==> src/rtl/seq_pattern_gen.sv <==
// Serial pattern transmitter: shifts PATTERN out MSB-first rep_cnt times, separated by gap_len zero bits.
// Optional frame counter output (frames_sent) enabled by defining SEQ_GEN_FRAME_CNT_EN.
module seq_pattern_gen #(
  parameter int               PAT_W   = 5,
  parameter logic [PAT_W-1:0] PATTERN = 5'b11011,
  parameter int               CNT_W   = 8,
  parameter int               GAP_W   = 4
) (
  input  logic             clk,
  input  logic             rst,
  input  logic             start,
  input  logic [CNT_W-1:0] rep_cnt,
  input  logic [GAP_W-1:0] gap_len,
  input  logic             abort,
  output logic             dout,
  output logic             dout_vld,
  output logic             busy,
  output logic             done
`ifdef SEQ_GEN_FRAME_CNT_EN
  ,
  output logic [CNT_W-1:0] frames_sent
`endif
);

  localparam int IDX_W = (PAT_W > 1) ? $clog2(PAT_W) : 1;
  localparam logic [IDX_W-1:0] LAST_IDX = IDX_W'(PAT_W - 1);

  typedef enum logic [1:0] {
    IDLE = 2'd0,
    SEND = 2'd1,
    GAP  = 2'd2,
    DONE = 2'd3
  } state_t;

  state_t           state, state_nx;
  logic [IDX_W-1:0] bit_idx, bit_idx_nx;
  logic [CNT_W-1:0] reps_left, reps_left_nx;
  logic [GAP_W-1:0] gap_len_q, gap_len_nx;
  logic [GAP_W-1:0] gap_left, gap_left_nx;
  logic             dout_nx, dout_vld_nx, busy_nx, done_nx;

  // State tracks what is on dout right now; outputs are registered copies of the next state.
  always_comb begin
    state_nx     = state;
    bit_idx_nx   = bit_idx;
    reps_left_nx = reps_left;
    gap_len_nx   = gap_len_q;
    gap_left_nx  = gap_left;
    case (state)
      IDLE: begin
        if (start && !abort) begin
          if (rep_cnt != '0) begin
            state_nx     = SEND;
            bit_idx_nx   = LAST_IDX;
            reps_left_nx = rep_cnt;
            gap_len_nx   = gap_len;
          end else begin
            state_nx = DONE;
          end
        end
      end
      SEND: begin
        if (abort) begin
          state_nx = IDLE;
        end else if (bit_idx == '0) begin
          reps_left_nx = reps_left - 1'b1;
          if (reps_left <= CNT_W'(1)) begin
            state_nx = DONE;
          end else if (gap_len_q != '0) begin
            state_nx    = GAP;
            gap_left_nx = gap_len_q;
          end else begin
            bit_idx_nx = LAST_IDX;
          end
        end else begin
          bit_idx_nx = bit_idx - 1'b1;
        end
      end
      GAP: begin
        if (abort) begin
          state_nx = IDLE;
        end else if (gap_left <= GAP_W'(1)) begin
          state_nx   = SEND;
          bit_idx_nx = LAST_IDX;
        end else begin
          gap_left_nx = gap_left - 1'b1;
        end
      end
      DONE: begin
        state_nx = IDLE;
      end
      default: begin
        state_nx = IDLE;
      end
    endcase

    dout_vld_nx = (state_nx == SEND) || (state_nx == GAP);
    busy_nx     = dout_vld_nx;
    done_nx     = (state_nx == DONE);
    dout_nx     = (state_nx == SEND) ? PATTERN[bit_idx_nx] : 1'b0;
  end

  always_ff @(posedge clk) begin
    if (rst) begin
      state     <= IDLE;
      bit_idx   <= '0;
      reps_left <= '0;
      gap_len_q <= '0;
      gap_left  <= '0;
      dout      <= 1'b0;
      dout_vld  <= 1'b0;
      busy      <= 1'b0;
      done      <= 1'b0;
    end else begin
      state     <= state_nx;
      bit_idx   <= bit_idx_nx;
      reps_left <= reps_left_nx;
      gap_len_q <= gap_len_nx;
      gap_left  <= gap_left_nx;
      dout      <= dout_nx;
      dout_vld  <= dout_vld_nx;
      busy      <= busy_nx;
      done      <= done_nx;
    end
  end

`ifdef SEQ_GEN_FRAME_CNT_EN
  // Counts only patterns whose final bit went out without abort; wraps naturally.
  always_ff @(posedge clk) begin
    if (rst) begin
      frames_sent <= '0;
    end else if ((state == SEND) && (bit_idx == '0) && !abort) begin
      frames_sent <= frames_sent + 1'b1;
    end
  end
`endif

endmodule

==> config.mk <==
export PLATFORM = sky130hd
export DESIGN_NAME = seq_pattern_gen
export DESIGN_NICKNAME = d
export VERILOG_FILES = /design/src/rtl/seq_pattern_gen.sv
export SDC_FILE = /design/constraint.sdc
export NUM_CORES = 1
export LEC_CHECK = 0
export CAP_MARGIN = 5
export CORE_ASPECT_RATIO = 1.2
export CORE_MARGIN = 2
export CORE_UTILIZATION = 30
export CTS_CLUSTER_DIAMETER = 30
export DETAILED_ROUTE_END_ITERATION = 6
export GPL_TIMING_DRIVEN = 0
export PLACE_DENSITY = 0.62
export SLEW_MARGIN = 10
export SYNTH_ARGS = -nofsm -noshare
export SYNTH_HDL_FRONTEND = slang
export SYNTH_SLANG_ARGS = --single-unit
==> constraint.sdc <==
create_clock -name clk -period 2.02 [get_ports clk]
set_clock_uncertainty 0.05 [all_clocks]
set_input_delay 0.404 -clock clk [delete_from_list [all_inputs] [get_ports clk]]
set_output_delay 0.404 -clock clk [all_outputs]
set_load 0.005 [all_outputs]
==> results.toml <==
[global_route]
antenna_found_initial = 0
grt_max_degree = 14
grt_usage_pct = 14.7
grt-ovfl-total = 0
grt_pass1_vias = 1361
grt_pass1_wl_um = 6190

[logic_synthesis]
synthDistinctLibCells = 40
synth_area_per_cell_um2 = 7.73
synth_top_area_share_pct = 32.5
syn_inst = 191
yosysSeqAreaShare_pct = 32.5
ys_ff_latch = 24
syn_area_um2 = 1480
syn_nets = 215
yosysTopAreaCell = "dfxtp_1"
yosysWarnings = 0
synth_edf_count = 0
synth_area_leaders = "dfxtp_1, ha_1, a21oi_1, nor2_1, o21ai_0"
async_flop_share_pct = 0
yosys_most_used_dff = "dfxtp_1"

[setup_path]
critPathKind = "flop to flop"
endpoint_kind = "flop"
rrSetupSlack_ns = -0.18
critPathMaxFanout = 5
rr_worst_depth = 5
cp.arrival_ns = 2.32
worstPathRequired_ns = 2.14
path_cells = "or4_4 -> o41a_1 -> nand2b_4 -> a32o_1 -> o41a_1"
crit_top_cell = "o41a_1"
cp_slowest_cell = "or4_4"
crit_path_max_incr_delay_ns = 0.53
startpoint_type = "flop"

[detailed_routing]
antenna_left = 0
drtIter0Drc = 71
detail_route.wl_per_cell_um = 13.8
num_vias = 1536
finalWirelength_um = 3930
drc = 0
vias_per_cell = 5.39
dr.pass1.iters = 4

[cts]
insertion_delay_ns = 0.27
cts_tree = "done"
root_buffer = "clkbuf_8"
hold_buffers = 0
cts.sinks = 24
clk_pin_slew_ns = 0.09
cts-buffers-inserted = 3
ctsHtreeMaxLevel = 1
clk_path_buf_depth = 2

[layout]
nFillCells = 460
layout-drive-gt1-share_pct = 24.2
mostFrequentLayoutCells = "nor2_1, dfxtp_1, a21oi_1, buf_4"
finalNetCount = 252
fin_util_pct = 44.5
final_common_cell = "nor2_1"
design_area_um2 = 2080
antenna_cells = 0
syn2layout_area_growth_pct = 40.6

[power]
swShare_pct = 29.7
p_int_uw = 824
power_switching_uw = 349
p_comb_share_pct = 26.7
power_density_nw_per_um2 = 565
leakagePower_uw = 0.000787
clkPwrFrac_pct = 28.6
seqPwrFrac_pct = 44.8
finalPower_uw = 1170
vdd_ir_drop_max_uv = 239

[placement]
portBuffers = 18
gp_congestion = 0.809
placed_area_um2 = 1740
dp_hpwl_um = 2670

[run_status]
violations = "setup timing"
status = "finished with violations"

[sta]
setup_slack_ns = -0.180
fin_setup_tns_ns = -0.207
fin_crit_sh_pct = 109
maxSlewViolCount = 0
fmax_mhz = 455
maxSlewHeadroom_pct = 62.5
worst_pin_slew_ns = 0.563
holdWs_ns = 0.450
grt_setup_unrepaired = "true"
finalCriticalPeriod_ns = 2.20
setup_viol = 3
hold_viol = 0

[worst_hold_path]
min_path_type = "flop to flop"
min_path_cells = 2

[flow_run]
drv_cap = 0

[floorplan]
floorplan.initialDensity_pct = 31.7
floorplan.core_area_um2 = 4660
ios = 20
die_y_um = 80.9
rows = 27
die_w_um = 68.0
die-area_um2 = 5500
## cell type report
class                      count  area, um^2  area share, %
buffer                         9        50.0           2.41
clock buffer                   4        55.1           2.65
tap                           58        72.6           3.50
timing repair buffer          33         299           14.4
multi-input combinational    148        1070           51.4
sequential                    24         498           24.0
inverter                       9        33.8           1.63
## repair_timing
| action | 4_1_cts | 5_1_grt |
|---|---|---|
| setup buffers | 7 | 8 |
| endpoints found under the setup margin | 18 | 13 |
| resized for setup | 23 | 29 |
| pin swaps | 8 | 9 |
## registers in the layout, summed over array words and instances (netlist names)
signal,count
bit_idx,3
busy,1
done,1
dout,1
gap_left,4
gap_len_q,4
reps_left,8
state,2
## stage by stage
step                      cells  setup slack (ns)
after floorplan             191           -0.0679
after global placement      267            -0.805
after detailed placement    267            -0.835
after CTS                   278            -0.201
after global routing        285            -0.246
final                       285            -0.180
## cell usage after synthesis (4+ instances only)
| master | count |
|---|---|
| a21oi_1 | 18 |
| clkbuf_1 | 9 |
| dfxtp_1 | 24 |
| ha_1 | 8 |
| inv_1 | 9 |
| mux2i_1 | 4 |
| nand2_1 | 15 |
| nand2b_1 | 7 |
| nand3_1 | 5 |
| nor2_1 | 21 |
| nor2b_1 | 6 |
| nor3_1 | 6 |
| nor4_1 | 7 |
| o21ai_0 | 15 |
## power groups by stage
stage,clock (uW),combinational (uW),sequential (uW)
5_1_grt,361,341,529
6_report,335,313,526
2_1_floorplan,0,169,527
4_1_cts,346,278,523
3_3_place_gp,0,248,533
3_5_place_dp,0,249,534
## critical path, delay by kind of cell, from the launching register on
family	cells	cell delay, ns
flops	1	0.37
simple gates	2	0.69
compound gates	3	0.98
## layer usage
metal | part of all wire [%] | GRT usage, % | up-vias
li1 | - | - | 768
met1 | 44 | 18.5 | 728
met4 | 1.6 | 6.00 | 0
met2 | 50 | 25.0 | 35
met3 | 3.9 | 1.66 | 5
met5 | 0 | 0 | -
## worst paths after layout
kind                              startpoint          end
worst max-delay path            reps_left[3]         dout
worst max register to register  reps_left[3]         dout
worst min-delay path             gap_left[1]  gap_left[1]
worst min register to register   gap_left[1]  gap_left[1]
## logic make-up after synthesis
family,Yosys count,share of synthesized area (%)
AOI/OAI and AO/OA,58,25.3
buffers and inverters,19,5.08
muxes,4,2.71
and+or+nand+nor,78,27.5
DFF,24,32.5
adders and majority gates,8,6.78
(Power assumes the default switching activity.)
